`config.mk`:
```
export PLATFORM = sky130hd
export DESIGN_NAME = watch_set_ctrl
export DESIGN_NICKNAME = d
export VERILOG_FILES = /design/src/rtl/watch_set_ctrl.sv
export SDC_FILE = /design/constraint.sdc
export NUM_CORES = 1
export LEC_CHECK = 0
export BUFFER_PORTS_ARGS = -buffer_cell sky130_fd_sc_hd__buf_2
export CAP_MARGIN = 20
export CELL_PAD_IN_SITES_DETAIL_PLACEMENT = 0
export CELL_PAD_IN_SITES_GLOBAL_PLACEMENT = 2
export CORE_MARGIN = 2
export CORE_UTILIZATION = 37
export DETAILED_ROUTE_END_ITERATION = 10
export GPL_TIMING_DRIVEN = 1
export PLACE_DENSITY_LB_ADDON = 0.12
export RECOVER_POWER = 50
export SLEW_MARGIN = 5
export SYNTH_ARGS = -nofsm -noshare
export SYNTH_HDL_FRONTEND = slang
export SYNTH_SLANG_ARGS = --single-unit
```
`constraint.sdc`:
```
create_clock -name clk -period 9.54 [get_ports clk]
set_input_delay 0.954 -clock clk [delete_from_list [all_inputs] [get_ports clk]]
set_output_delay 0.954 -clock clk [all_outputs]
set_load 0.05 [all_outputs]
```
`src/rtl/watch_set_ctrl.sv`:
```
`default_nettype none
// ============================================================================
//  Module   : watch_set_ctrl
//  Purpose  : Keypad time-entry controller for the 1 kHz digital watch.
//             Debounces a raw active-low 10-key keypad into single digit
//             presses, sequences six range-checked digits into HH:MM:SS (BCD)
//             and hands the result to the watch counter as a one-cycle load.
//  Ports    : clk       - 1 kHz system clock
//             rst       - synchronous active-high reset
//             keypad    - raw keys, active-low, bit i = digit i
//             set_req   - one-cycle request to start/restart entry
//             load      - one-cycle strobe, time_bcd valid with it
//             time_bcd  - {h_ten,h_one,m_ten,m_one,s_ten,s_one}
//             setting   - high while entry is in progress
//             digit_pos - index of next expected digit (0 outside entry)
//             err       - one-cycle pulse on rejected digit or timeout abort
//  Config   : WATCH_SET_TIMEOUT_EN - when defined, entry aborts after
//             TIMEOUT_CYCLES cycles without a press or set_req.
//  Revision : 1.0 - initial release
// ============================================================================
module watch_set_ctrl #(
  parameter int DEB_CYCLES     = 20,
  parameter int TIMEOUT_CYCLES = 10000
) (
  input  logic        clk,
  input  logic        rst,
  input  logic [9:0]  keypad,
  input  logic        set_req,
  output logic        load,
  output logic [23:0] time_bcd,
  output logic        setting,
  output logic [2:0]  digit_pos,
  output logic        err
);

  localparam int               DEB_W      = $clog2(DEB_CYCLES + 1);
  localparam logic [DEB_W-1:0] DEB_MAX    = DEB_W'(DEB_CYCLES);
  localparam logic [DEB_W-1:0] DEB_FIRE   = DEB_W'(DEB_CYCLES - 1);
  localparam logic [3:0]       CODE_NONE  = 4'd10;
  localparam logic [3:0]       CODE_MULTI = 4'd11;

  // --------------------------------------------------------------------------
  // Input register and key decode
  // --------------------------------------------------------------------------
  logic [9:0] ksync;
  logic [3:0] n_low;
  logic [3:0] low_idx;
  logic [3:0] code;

  always_comb begin
    n_low   = 4'd0;
    low_idx = 4'd0;
    for (int i = 0; i < 10; i++) begin
      if (!ksync[i]) begin
        n_low   = n_low + 4'd1;
        low_idx = 4'(i);
      end
    end
    if (n_low == 4'd0)      code = CODE_NONE;
    else if (n_low == 4'd1) code = low_idx;
    else                    code = CODE_MULTI;
  end

  // --------------------------------------------------------------------------
  // Debounce
  // --------------------------------------------------------------------------
  typedef enum logic {DB_UP = 1'b0, DB_DOWN = 1'b1} db_state_t;

  db_state_t        db_state, db_next;
  logic [3:0]       last_code;
  logic [DEB_W-1:0] deb_cnt;
  logic             stable_fire;
  logic             press;

  // deb_cnt counts repeats of last_code; it is DEB_CYCLES-1 on the
  // (DEB_CYCLES+1)th sample of a code, one cycle after the input register,
  // which places the press 1 + DEB_CYCLES cycles after the key appears.
  // Saturation keeps the match from recurring while a code is held.
  assign stable_fire = (code == last_code) && (deb_cnt == DEB_FIRE);

  always_ff @(posedge clk) begin
    if (rst) begin
      ksync     <= 10'h3FF;
      last_code <= CODE_NONE;
      deb_cnt   <= '0;
      db_state  <= DB_UP;
    end else begin
      ksync     <= keypad;
      last_code <= code;
      if (code != last_code)    deb_cnt <= '0;
      else if (deb_cnt != DEB_MAX) deb_cnt <= deb_cnt + 1'b1;
      db_state  <= db_next;
    end
  end

  always_comb begin
    db_next = db_state;
    press   = 1'b0;
    case (db_state)
      DB_UP: begin
        // MULTI and NONE never produce a press
        if (stable_fire && (code < CODE_NONE)) begin
          db_next = DB_DOWN;
          press   = 1'b1;
        end
      end
      DB_DOWN: begin
        if (stable_fire && (code == CODE_NONE)) db_next = DB_UP;
      end
    endcase
  end

  // --------------------------------------------------------------------------
  // Entry sequencer
  // --------------------------------------------------------------------------
  typedef enum logic [1:0] {
    EN_IDLE   = 2'd0,
    EN_ENTRY  = 2'd1,
    EN_COMMIT = 2'd2
  } en_state_t;

  en_state_t   en_state, en_next;
  logic [2:0]  pos, pos_next;
  logic [23:0] shadow, shadow_next;
  logic        err_next;
  logic [3:0]  limit;
  logic        timeout_hit;

`ifdef WATCH_SET_TIMEOUT_EN
  localparam int              TO_W   = $clog2(TIMEOUT_CYCLES + 1);
  localparam logic [TO_W-1:0] TO_MAX = TO_W'(TIMEOUT_CYCLES);

  logic [TO_W-1:0] to_cnt;

  // Held at zero outside entry so every entry starts a fresh window
  always_ff @(posedge clk) begin
    if (rst)                                          to_cnt <= '0;
    else if (set_req || press || en_state != EN_ENTRY) to_cnt <= '0;
    else if (to_cnt != TO_MAX)                        to_cnt <= to_cnt + 1'b1;
  end

  assign timeout_hit = (en_state == EN_ENTRY) && (to_cnt == TO_MAX);
`else
  logic unused_timeout_cfg;
  assign unused_timeout_cfg = (TIMEOUT_CYCLES != 0);
  assign timeout_hit        = 1'b0;
`endif

  // Largest digit allowed at the current position; hours cap at 23
  always_comb begin
    limit = 4'd9;
    case (pos)
      3'd0:       limit = 4'd2;
      3'd1:       limit = (shadow[23:20] == 4'd2) ? 4'd3 : 4'd9;
      3'd2, 3'd4: limit = 4'd5;
      default:    limit = 4'd9;
    endcase
  end

  always_comb begin
    en_next     = en_state;
    pos_next    = pos;
    shadow_next = shadow;
    err_next    = 1'b0;
    case (en_state)
      EN_IDLE: begin
        if (set_req) begin
          en_next     = EN_ENTRY;
          pos_next    = 3'd0;
          shadow_next = 24'd0;
        end
      end
      EN_ENTRY: begin
        if (set_req) begin
          pos_next    = 3'd0;
          shadow_next = 24'd0;
        end else if (press) begin
          if (code <= limit) begin
            for (int k = 0; k < 6; k++) begin
              if (pos == 3'(k)) shadow_next[(5-k)*4 +: 4] = code;
            end
            pos_next = pos + 3'd1;
            if (pos == 3'd5) en_next = EN_COMMIT;
          end else begin
            err_next = 1'b1;
          end
        end else if (timeout_hit) begin
          en_next  = EN_IDLE;
          err_next = 1'b1;
        end
      end
      EN_COMMIT: en_next = EN_IDLE;
      default:   en_next = EN_IDLE;
    endcase
  end

  // Outputs are registered from the next state so they track the state
  // register; setting stays high through COMMIT and drops after the load.
  always_ff @(posedge clk) begin
    if (rst) begin
      en_state  <= EN_IDLE;
      pos       <= 3'd0;
      shadow    <= 24'd0;
      load      <= 1'b0;
      time_bcd  <= 24'd0;
      setting   <= 1'b0;
      digit_pos <= 3'd0;
      err       <= 1'b0;
    end else begin
      en_state  <= en_next;
      pos       <= pos_next;
      shadow    <= shadow_next;
      err       <= err_next;
      load      <= (en_next == EN_COMMIT);
      if (en_next == EN_COMMIT) time_bcd <= shadow_next;
      setting   <= (en_next != EN_IDLE);
      digit_pos <= (en_next == EN_ENTRY) ? pos_next : 3'd0;
    end
  end

endmodule
`default_nettype wire
```
; Word-level counts from Yosys, hierarchy flattened
; Cells that the tools add are included.
[totals]
reg_bits = 79
word_cells = 105
out_inout_bits = 30
[op_classes]
order_cmp = 2
eq_ne = 15
n_bitwise = 4
n_reduce_logical = 11
n_mux = 50
add_sub_neg = 11
[ops]
columns = operator, count
row1 = $mux 4, 26
row2 = $mux 24, 4
row3 = $pmux 24 s2, 1
row4 = $add 4x1->4 const B, 9
row5 = $mux 3, 4
row6 = $pmux 4 s3, 1
row7 = $mux 2, 5
row8 = $eq 3x2->1 const B, 2
row9 = $eq 3x3->1 const B, 2
row10 = $mux 1, 6
row11 = $pmux 3 s2, 1
row12 = $reduce_or 2->1, 3
row13 = $add 5x1->5 const B, 1
row14 = $eq 5x5->1 const B, 1
row15 = $ne 5x5->1 const B, 1
row16 = $eq 2x1->1 const B, 2
row17 = $eq 4x1->1 const B, 1
row18 = $eq 4x2->1 const B, 1
row19 = $eq 4x4->1, 1
row20 = $eq 4x4->1 const B, 1
row21 = $le 4x4->1, 1
row22 = $logic_not 4->1, 1
row23 = $lt 4x4->1 const B, 1
row24 = $ne 4x4->1, 1
row25 = other kinds (11), 16

; Depth between registers and ports, before layout
; Gate-level depths: netlist of run 1.
[depth]
ltp_word = 33
depth_mapped = 46
mapped_depth_nobuf = 43

; Worst setup path after synthesis of run 1
; OpenSTA, ideal clock, no wires.
[synth_timing]
kind = reg-to-reg
startpoint = reg ksync[0]
endpoint = reg shadow[22]
synth_period_minus_slack_ns = 7.884
stages_incl_launch_ff = 44
arrival_time_ns = 7.746
slack_ns = 1.656
setup_time_ns = 0.138
required_ns = 9.402
cell_sequence = dfxtp_1 -> inv_1 -> ha_1 -> xnor2_1 -> ha_1 -> nor2_1 -> a31oi_1 -> ha_1 -> mux2_2 -> ha_1 -> nor2_1 -> a31oi_1 -> nand2_1 -> inv_1 -> ha_1 -> nor2b_1 -> a31oi_1 -> inv_1 -> (+8 left out) -> ha_1 -> o31ai_4 -> and3_1 -> clkbuf_1 -> o21ai_0 -> inv_1 -> ha_1 -> o21ai_0 -> nand2b_1 -> a21oi_1 -> a41o_1 -> nor2b_1 -> nand4b_1 -> or4_1 -> buf_2 -> buf_2 -> o311ai_0 -> o21ai_0
[synth_via]
elab_chain_cells = 30
[synth_rtl]
columns = element, line
row1 = from (decl), 45  ; logic [9:0] ksync;
row2 = from (signal assigned), 88  ; ksync <= keypad;
row3 = $mux 1 (*), 54  ; if (!ksync[i]) begin
row4 = $add 4x1->4, 55  ; n_low = n_low + 4'd1;
row5 = $mux 4 (*), 54
row6 = $add 4x1->4, 55
row7 = $mux 4 (*), 54
row8 = $add 4x1->4, 55
row9 = $mux 4 (*), 54
row10 = $add 4x1->4, 55
row11 = (+11 left out), --
row12 = $eq 4x1->1, 60  ; else if (n_low == 4'd1) code = low_idx;
row13 = $mux 4, 60
row14 = $mux 4 (*), 59  ; if (n_low == 4'd0) code = CODE_NONE;
row15 = via code[2], 48  ; logic [3:0] code;
row16 = branches (longest 5 deep; another with $lt 4x4->1), --
row17 = $mux 24 (*), 177  ; end else if (press) begin
row18 = $mux 24 (*), 174  ; if (set_req) begin
row19 = $pmux 24 s2 (*), 165  ; case (en_state)
row20 = to (signal assigned), 212  ; shadow <= shadow_next;
row21 = to (decl), 124  ; logic [23:0] shadow, shadow_next;
; Mark *: on every way through the listed nets, which the timed path passes.
; A chain may end at the register's enable or synchronous reset.

; Final worst setup path of run 1
[layout_timing]
startpoint = reg ksync[1]
endpoint = reg pos[2]
[layout_via]
elab_chain_cells = 28
[layout_rtl]
columns = element, line
row1 = $mux 4 (*), 54
row2 = $add 4x1->4, 55
row3 = $mux 4 (*), 54
row4 = $add 4x1->4, 55
row5 = $mux 4 (*), 54
row6 = $add 4x1->4, 55
row7 = $mux 4 (*), 54
row8 = $add 4x1->4, 55
row9 = (+9 left out), --
row10 = $eq 4x1->1, 60
row11 = $mux 4, 60
row12 = $mux 4 (*), 59
row13 = via code[2], 48
row14 = branches (longest 5 deep; another with $lt 4x4->1), --
row15 = $mux 3 (*), 177
row16 = $mux 3 (*), 174
row17 = $pmux 3 s2 (*), 165
row18 = to (signal assigned), 211  ; pos <= pos_next;
row19 = to (decl), 123  ; logic [2:0] pos, pos_next;
; Marked as above.

==> impl_results.md, run 1 <==
- Hold Crit Depth: 1
- Die height: 112 um
- Net Count, Synth: 522
- Vias: 3578
- DR vias/cell: 5.36
- Post-synth top area share: 36.4%
- Post-route ant nets: 0
- Status: finished clean
- Pleak: 1.83 nW
- First-pass GRT wire length: 17500 um
- Peak VDD IR: 84.7 uV
- Post-Synth XOR/XNOR Area: 10.2%
- CP bufs+invs: 7
- Vias in the first global route: 3433
- Largest net degree at the start of global routing: 41
- Worst-margin pin slew: 1.19 ns
- Clock Skew: 0.00625 ns
- DIE WIDTH: 112 um
- Fraction of layout cells with a size suffix above 1: 10.9%
- Post-Syn Area per Cell: 8.89 um^2
- Post-synthesis simple-gate area fraction: 22.6%
- FFs w/ async S/R, synth: 0%
- Ports: 43
- WP data required: 9.81 ns
- Register bit total from synthesis: 79
- FP Rows: 39
- Initial Utilization: 38.1%
- Largest family of logic cells by synthesized area: simple AND/OR/NAND/NOR gates
- Post-synth top flop: dfxtp_1
- EDFF count, synth: 0
- Ys Warns: 0
- Initial antenna violation count: 0
- Area growth syn-to-layout: 14.2%
- HP Class: flip-flop to flip-flop
- Critical-path top delay cell: or4_4
- Unique cell type count in the Yosys netlist: 60
- Period utilisation layout: 91.7%
- PwrDens: 191 nW/um^2
- Post-Synthesis Cells: 489
- Die area: 12600 um^2
- Clock buffer count from CTS: 9
- Clk root buf: clkbuf_16
- Clk slew on worst S/H paths: 0.06 ns
- RSZ-0062 raised after global routing: no
- RD Place Congestion: 0.818
- Post-CTS setup buffer count: 0
- Worst-path maximum fanout: 16
- Met2 usage: 28.4%
- Crit-path leading delay family: adder cells
- WL/cell: 15.9 um
- Max clock buf depth: 2
- HPWL Detailed: 7620 um
- Crit. End Element: flip-flop
- Stages on the worst setup path: 42
- Overall routing resource usage: 17.2%
- Max H-tree Level: 3
- Initial DRC count: 179
- Final Hold Viols: 0
- Top cells by area, synth: dfxtp_1 36%, ha_1 5.8%, nor2_1 3.8%
- Crit-path most repeated cell: ha_1
- Clk_lat worst skew: 0.34 ns
- DR DRC count: 0
- # port buffers: 42
- Slew Viols, Final: 0
- Slew HR: 20.5%
- Post-synthesis adder-cell area fraction: 5.76%
- Grt peak-use layer: met2
- CTS tree: built
- Netlist Area Pre-Place: 4350 um^2
- Worst setup path class: flip-flop to flip-flop
- Tot Pwr: 0.950 mW
- Layout Nets: 553
- Fin Setup TNS: 0 ns
- Core area: 11400 um^2
- Max Freq: 114 MHz
- Startpoint Class: flip-flop
- Number of cells on the worst reg-to-reg path: 42
- Post-synth top area cell: dfxtp_1
- Final setup viols: 0
- Crit path DAT: 9.02 ns
- Drt first pass iters: 4
- Diode count: 0
- Post-synthesis mux area share: 3.77%
- Fin crit period: 8.75 ns
- TritonCTS Sinks: 79
- Number of max-cap violations: 0
- Seq/Total Area, Yosys: 36.4%
- Max stage delay on crit path: 0.58 ns
- Synth Area in Compound Gates: 16.5%
- Met3 usage: 2.05%
- Detailed Route WL: 10600 um
- Met1 Use GR: 22.9%
- Grt ovf: 0
-- placed cells by master, fill, tap and decap left out, drive strengths merged, types with 4 or more instances in the layout --
master / Yosys / final
nor4: 4 / 4
a22o: 4 / 4
nand3b: 6 / 6
nor2b: 12 / 12
clkbuf: 22 / 45
nand4: 8 / 8
xnor2: 19 / 19
a211oi: 4 / 4
o211ai: 6 / 6
inv: 21 / 22
xor2: 7 / 7
nor2: 44 / 44
mux2i: 14 / 14
nand2: 31 / 31
or2: 14 / 14
nor3b: 5 / 5
o311ai: 12 / 12
nand2b: 9 / 9
a31oi: 8 / 8
ha: 20 / 20
a311oi: 8 / 8
nand3: 18 / 18
o22ai: 4 / 4
or4: 8 / 8
xor3: 4 / 4
and3: 5 / 5
a21oi: 27 / 27
xnor3: 4 / 4
nor3: 8 / 8
dfxtp: 79 / 79
buf: 8 / 17
nor4b: 5 / 5
or3: 4 / 4
o21ai: 20 / 20
-- through the flow --
stage	worst slack [ns]	std cells	cell area [um^2]	util [%]	hold slack [ns]
2_1_floorplan	1.66	489	4350	-	0.442
3_3_place_gp	0.632	652	4670	40.9	0.460
3_5_place_dp	0.375	652	4670	40.9	0.461
4_1_cts	0.271	668	5000	43.8	0.477
5_1_grt	0.0543	668	4960	43.5	0.493
6_report	0.787	668	4960	43.5	0.476
-- cells by family (layout without fill, tap and decap cells) --
family	count (synthesis)	in the layout
xor+xnor	34	34
mux	15	15
compound gates	106	106
buf+inv	51	87
fa+ha+maj	20	20
simple gates	184	184
flops	79	79
-- final cells by class --
type	count	area, um^2
clock buffer	12	256
timing repair buffer	50	225
clock inverter	4	76.3
multi-input combinational	359	2570
sequential	79	1580
fill	1180	6450
inverter	21	78.8
tap	143	179
-- path summary, 6_finish.rpt --
kind / end / start / slack, ns
worst max-delay path: pos[2] / ksync[1] / 0.79
worst max register to register: pos[2] / ksync[1] / 0.79
worst min register to register: shadow[0] / shadow[0] / 0.48
worst min-delay path: shadow[0] / shadow[0] / 0.48
-- layer usage --
layer	share of wire [%]	wire [um]	up-vias
met5	0	0	-
met3	2.2	237	15
li1	-	-	1821
met1	48	5050	1694
met2	48	5120	48
met4	1.8	192	0
-- sequential cells by signal, summed over array words and instances, names as in the netlist --
name	cells
err	1
db_state	1
en_state	2
pos	3
ksync	10
shadow	24
digit_pos	3
deb_cnt	5
time_bcd	24
setting	1
last_code	4
load	1
-- repair_timing --
action	in CTS	in global routing
gates resized for setup	0	6
endpoints found under the setup margin	0	36
hold buffers	0	0
-- synth_stat cells, drive strengths merged, types with 9 or more instances --
cell type / instances
a21oi: 27
clkbuf: 22
dfxtp: 79
ha: 20
inv: 21
mux2i: 14
nand2: 31
nand2b: 9
nand3: 18
nor2: 44
nor2b: 12
o21ai: 20
o311ai: 12
or2: 14
xnor2: 19
-- power by group --
group	internal (mW)	switching [mW]	leakage, nW
combinational	0.0883	0.130	1.03
clock	0.245	0.139	0.159
sequential	0.338	0.0108	0.640
(Power assumes the default switching activity.)
==> run 2: changes to the inputs <==
Settings changed: MAX_ROUTING_LAYER from default to met4, REMOVE_ABC_BUFFERS from default to 1.
==> run 2 against run 1 <==
Non-clock buffer count down 1. Sequential power about the same. Critical path depth down 1.
==> impl_results.md, run 2 (same netlist as run 1, synthesis figures left out) <==
- Status: finished clean (unchanged)
- Crit. End Element: flip-flop (unchanged)
- WP data required: 9.73 ns (was 9.81 ns)
- Final setup viols: 0 (unchanged)
- Crit-path most repeated cell: ha_1 (unchanged)
- Detailed Route WL: 10700 um (was 10600 um)
- Area growth syn-to-layout: 13.2% (was 14.2%)
- Fin cells: 667 (was 668)
- Vias in the first global route: 3333 (was 3433)
- DR DRC count: 0 (unchanged)
- WL/cell: 16.1 um (was 15.9 um)
- Slew Viols, Final: 0 (unchanged)
- Stages on the worst setup path: 41 (was 42)
- Final WS setup: 0.727 ns (was 0.787 ns)
- Crit path DAT: 9.01 ns (was 9.02 ns)
- HP Class: flip-flop to flip-flop (unchanged)
- FP Rows: 39 (unchanged)
- Vias: 3592 (was 3578)
- Period utilisation layout: 92.4% (was 91.7%)
- Fin crit period: 8.81 ns (was 8.75 ns)
- Core area: 11400 um^2 (unchanged)
- Tot Pwr: 0.882 mW (was 0.950 mW)
- Max stage delay on crit path: 0.55 ns (was 0.58 ns)
- Worst-path maximum fanout: 14 (was 16)
- Clk root buf: clkbuf_16 (unchanged)
- Number of max-cap violations: 0 (unchanged)
- DIE WIDTH: 112 um (unchanged)
- Number of cells on the worst reg-to-reg path: 41 (was 42)
- First-pass GRT wire length: 18000 um (was 17500 um)
- Initial DRC count: 178 (was 179)
- Max H-tree Level: 3 (unchanged)
- Ports: 43 (unchanged)
- Slew HR: 38.7% (was 20.5%)
- Diode count: 0 (unchanged)
- Worst-margin pin slew: 0.897 ns (was 1.19 ns)
- Post-place setup slack: 0.234 ns (was 0.375 ns)
- Drt first pass iters: 5 (was 4)
- Setup crit start: ksync[1] (unchanged)
- TritonCTS Sinks: 79 (unchanged)
- RSZ-0062 raised after global routing: no (unchanged)
- Commonest non-fill, non-tap cell in the layout: dfxtp_1 (unchanged)
- Worst setup path class: flip-flop to flip-flop (unchanged)
- Critical-path top delay cell: or4_4 (unchanged)
- Most frequent cells in the layout: 79 x dfxtp_1, 44 x nor2_1, 33 x clkbuf_1 (unchanged)
- Final Core Density: 43.1% (was 43.5%)
- Fillers: 1187 (was 1180)
- PwrDens: 179 nW/um^2 (was 191 nW/um^2)
- Pleak: 1.80 nW (was 1.83 nW)
- Post-route ant nets: 0 (unchanged)
- Initial antenna violation count: 0 (unchanged)
- Final Hold Viols: 0 (unchanged)
- CTS tree: built (unchanged)
- Hold Crit Depth: 1 (unchanged)
- RR Endpoint: time_bcd[6] (was pos[2])
- Layout Nets: 552 (was 553)
- Max clock buf depth: 2 (unchanged)
- CP bufs+invs: 7 (unchanged)
- Clock buffer count from CTS: 9 (unchanged)
- Grt ovf: 0 (unchanged)
- Crit path to: time_bcd[6] (was pos[2])
- Largest net degree at the start of global routing: 64 (was 41)
- Die height: 112 um (unchanged)
- Clock Skew: 0.00830 ns (was 0.00625 ns)
- Largest registers: shadow x24, time_bcd x24, ksync x10 (unchanged)
- Startpoint Class: flip-flop (unchanged)
- DR vias/cell: 5.39 (was 5.36)
- Clk_lat worst skew: 0.34 ns (about the same)
- Placed insts: 651 (was 652)
- Fraction of layout cells with a size suffix above 1: 11.6% (was 10.9%)
- R2r setup slk: 0.73 ns (was 0.79 ns)
- Peak VDD IR: 101 uV (was 84.7 uV)
- Crit-path leading delay family: adder cells (unchanged)
- Die area: 12600 um^2 (unchanged)
- Fin Setup TNS: 0 ns (unchanged)
- HPWL Detailed: 7570 um (was 7620 um)
- RD Place Congestion: 0.829 (was 0.818)
- Clk slew on worst S/H paths: 0.06 ns (about the same)
- # port buffers: 42 (unchanged)
- Post-CTS setup buffer count: 0 (unchanged)
- Initial Utilization: 38.1% (unchanged)
- Max Freq: 113 MHz (was 114 MHz)
- Overall routing resource usage: 18.3% (was 17.2%)
- Launch point of the worst reg-to-reg path: ksync[1] (unchanged)
run 2: changes by cell type in the layout (fill, tap and decap cells not counted), sizes merged:
cell | previous run | this run
clkbuf | 45 | 43
bufinv | 2 | 0
clkinv | 0 | 3
inv | 22 | 21
clkinvlp | 1 | 2
run 2: per-stage QoR:
step           hold slack, ns  cell area, um^2
6_report                0.477             4920
3_3_place_gp            0.457             4660
3_5_place_dp            0.463             4660
4_1_cts                 0.477             4940
5_1_grt                 0.497             4920
2_1_floorplan           0.442             4220
run 2: per-layer routing:
metal	up-vias	part of all wire [%]	global-route usage (%)
li1	1825	-	-
met1	1682	52	26.4
met2	77	43	25.9
met3	8	4.0	4.00
met4	0	1.1	4.96
met5	-	0	-
run 2: worst min-delay path by stage:
stage | start | end | slack, ns
after CTS | shadow[3] | shadow[3] | 0.48
after global routing | shadow[12] | shadow[12] | 0.50
final | shadow[1] | shadow[1] | 0.48
after floorplan | shadow[0] | shadow[0] | 0.44
after detailed placement | shadow[3] | shadow[3] | 0.46
after global placement | shadow[3] | shadow[3] | 0.46
run 2: worst reg2reg max path: cells and delay by family, from the launching register on:
family	cells	cell delay [ns]
muxes	1	0.27
xor gates and xnor gates	1	0.25
and+or+nand+nor	10	1.96
adders and majority gates	9	2.59
AOI/OAI and AO/OA	13	2.54
buffers and inverters	7	0.74
DFF	1	0.35
run 2: final cells by class:
| type | count | area [um^2] | share of cell area (%) |
|---|---|---|---|
| clock buffer | 11 | 243 | 4.93 |
| clock inverter | 5 | 33.8 | 0.686 |
| inverter | 21 | 78.8 | 1.60 |
| multi-input combinational | 359 | 2590 | 52.6 |
| sequential | 79 | 1580 | 32.1 |
| tap | 143 | 179 | 3.64 |
| timing repair buffer | 49 | 218 | 4.42 |
run 2: power by group:
part	leakage [nW]	total (mW)	internal [mW]	switching, mW
sequential	0.640	0.349	0.338	0.0111
combinational	1.02	0.216	0.0876	0.129
clock	0.132	0.317	0.183	0.134
run 2: timing repair:
| item | in CTS | in global routing |
|---|---|---|
| setup endpoints to repair | 0 | 40 |
| hold buffers | 0 | 0 |
| gates resized for setup | 0 | 10 |
==> run 3: changes to the inputs <==
--- a/config.mk
+++ b/config.mk
@@ -14,2 +14,3 @@
 export DETAILED_ROUTE_END_ITERATION = 10
+export GPL_ROUTABILITY_DRIVEN = 1
 export GPL_TIMING_DRIVEN = 1
@@ -19,3 +20,3 @@
 export REMOVE_ABC_BUFFERS = 1
-export SLEW_MARGIN = 5
+export SLEW_MARGIN = 20
 export SYNTH_ARGS = -nofsm -noshare
==> constraint.sdc (replaced) <==
create_clock -name clk -period 9.54 [get_ports clk]
set_input_delay 0.477 -clock clk [delete_from_list [all_inputs] [get_ports clk]]
set_output_delay 0.477 -clock clk [all_outputs]
set_load 0.05 [all_outputs]
==> run 3 against run 2 <==
Sequential power is essentially flat. Clock skew grew 0.0018 ns. First-iteration DRC count grew 11%. Power up 0.17%. Via count increased by 0.11%. Fmax is 0.73% higher. Critical path depth is the same. Die area unchanged. Non-clock buffer count is the same. Critical endpoint unchanged. Largest cell class unchanged.
==> impl_results.md, run 3 (same netlist as run 1, synthesis figures left out) <==
- Fin cells: 667 (unchanged)
- RD Place Congestion: 0.829 (unchanged)
- Post-route ant nets: 0 (unchanged)
- FP Rows: 39 (unchanged)
- Period utilisation layout: 91.7% (was 92.4%)
- Crit path DAT: 8.95 ns (was 9.01 ns)
- Die height: 112 um (unchanged)
- Fin Setup TNS: 0 ns (unchanged)
- Commonest non-fill, non-tap cell in the layout: dfxtp_1 (unchanged)
- Final Instance Area: 4920 um^2 (unchanged)
- Largest registers: shadow x24, time_bcd x24, ksync x10 (unchanged)
- Post-Place Cell Area: 4660 um^2 (unchanged)
- Placed insts: 651 (unchanged)
- PwrDens: 180 nW/um^2 (was 179 nW/um^2)
- Status: finished clean (unchanged)
- Clock buffer count from CTS: 9 (unchanged)
- Crit. End Element: flip-flop (unchanged)
- Ports: 43 (unchanged)
- HPWL Detailed: 7570 um (unchanged)
- Startpoint Class: flip-flop (unchanged)
- Fraction of layout cells with a size suffix above 1: 11.5% (was 11.6%)
- Detailed Route WL: 10700 um (about the same)
- Grt ovf: 0 (unchanged)
- Initial antenna violation count: 0 (unchanged)
- Number of max-cap violations: 0 (unchanged)
- Worst-path maximum fanout: 14 (unchanged)
- CTS tree: built (unchanged)
- Clk_lat worst skew: 0.34 ns (about the same)
- Initial DRC count: 198 (was 178)
- Post_cts resized: 0 (unchanged)
- Final WS setup: 0.791 ns (was 0.727 ns)
- Final setup viols: 0 (unchanged)
- First-pass GRT wire length: 18000 um (unchanged)
- DR vias/cell: 5.39 (about the same)
- Overall routing resource usage: 18.3% (unchanged)
- Clk slew on worst S/H paths: 0.06 ns (about the same)
- Peak VDD IR: 101 uV (about the same)
- Area growth syn-to-layout: 13.2% (unchanged)
- Vias: 3596 (was 3592)
- Clk root buf: clkbuf_16 (unchanged)
- Slew Viols, Final: 0 (unchanged)
- Vias in the first global route: 3333 (unchanged)
- Core area: 11400 um^2 (unchanged)
- Diode count: 0 (unchanged)
- WL/cell: 16.1 um (about the same)
- Largest net degree at the start of global routing: 64 (unchanged)
- WP data required: 9.74 ns (was 9.73 ns)
- Max H-tree Level: 3 (unchanged)
- Pleak: 1.79 nW (was 1.80 nW)
- RSZ-0062 raised after global routing: no (unchanged)
- Worst-margin pin slew: 0.943 ns (was 0.897 ns)
- HP Class: input pin to flip-flop (was flip-flop to flip-flop)
- Max stage delay on crit path: 0.55 ns (about the same)
- Post-CTS setup buffer count: 0 (unchanged)
- Worst setup path class: flip-flop to flip-flop (unchanged)
- Max Freq: 114 MHz (was 113 MHz)
- DR DRC count: 0 (unchanged)
- Post-place setup slack: 0.234 ns (unchanged)
- Hold-fix buffers, CTS: 0 (unchanged)
- DIE WIDTH: 112 um (unchanged)
- TritonCTS Sinks: 79 (unchanged)
- Crit-path most repeated cell: ha_1 (unchanged)
- Slew HR: 37.1% (was 38.7%)
- Fin crit period: 8.75 ns (was 8.81 ns)
- Most frequent cells in the layout: 79 x dfxtp_1, 44 x nor2_1, 33 x clkbuf_1 (unchanged)
- Clock Skew: 0.0101 ns (was 0.00830 ns)
- Drt first pass iters: 5 (unchanged)
- Die area: 12600 um^2 (unchanged)
- Final Hold Viols: 0 (unchanged)
- Initial Utilization: 38.1% (unchanged)
- # port buffers: 42 (unchanged)
- Max clock buf depth: 2 (unchanged)
- Critical-path top delay cell: or4_4 (unchanged)
- Layout Nets: 552 (unchanged)
-- run 3: final timing paths --
kind	end	slack (ns)	depth (start not counted)	from
setup / recovery	time_bcd[6]	0.79	41	ksync[1]
hold / removal	ksync[3]	0.32	2	keypad[3]
setup reg to reg	time_bcd[6]	0.79	41	ksync[1]
hold reg to reg	shadow[1]	0.48	1	shadow[1]
-- run 3: report_power, final --
group	internal, mW	switching [mW]	leakage (nW)
combinational	0.0875	0.128	1.02
sequential	0.338	0.0111	0.640
clock	0.183	0.137	0.132
total	0.608	0.276	1.79
-- run 3: worst max-delay path: cells and delay by family (launching register included) --
kind                       cells  cell delay [ns]
xor gates and xnor gates       1             0.25
and+or+nand+nor               10             1.95
AOI/OAI and AO/OA             13             2.48
muxes                          1             0.27
buffers and inverters          7             0.73
DFF                            1             0.35
adders and majority gates      9             2.59
-- run 3: metrics by stage --
step           hold slack (ns)  util, %  total power, mW
3_5_place_dp             0.463     40.9            0.571
2_1_floorplan            0.442        -            0.516
5_1_grt                  0.310     43.1            0.936
3_3_place_gp             0.457     40.9            0.568
6_report                 0.322     43.1            0.884
4_1_cts                  0.311     43.3            0.894
-- run 3: final cells by class --
class / count / area (um^2)
fill: 1187 / 6500
multi-input combinational: 359 / 2590
sequential: 79 / 1580
clock buffer: 11 / 243
timing repair buffer: 49 / 218
tap: 143 / 179
inverter: 21 / 78.8
clock inverter: 5 / 33.8
-- run 3: metal layers --
metal | wire length (um) | track usage [%] | share of wire, %
met1 | 5550 | 26.4 | 52
met5 | 0 | - | 0
met2 | 4650 | 25.9 | 43
met4 | 123 | 4.96 | 1.1
met3 | 409 | 4.00 | 3.8
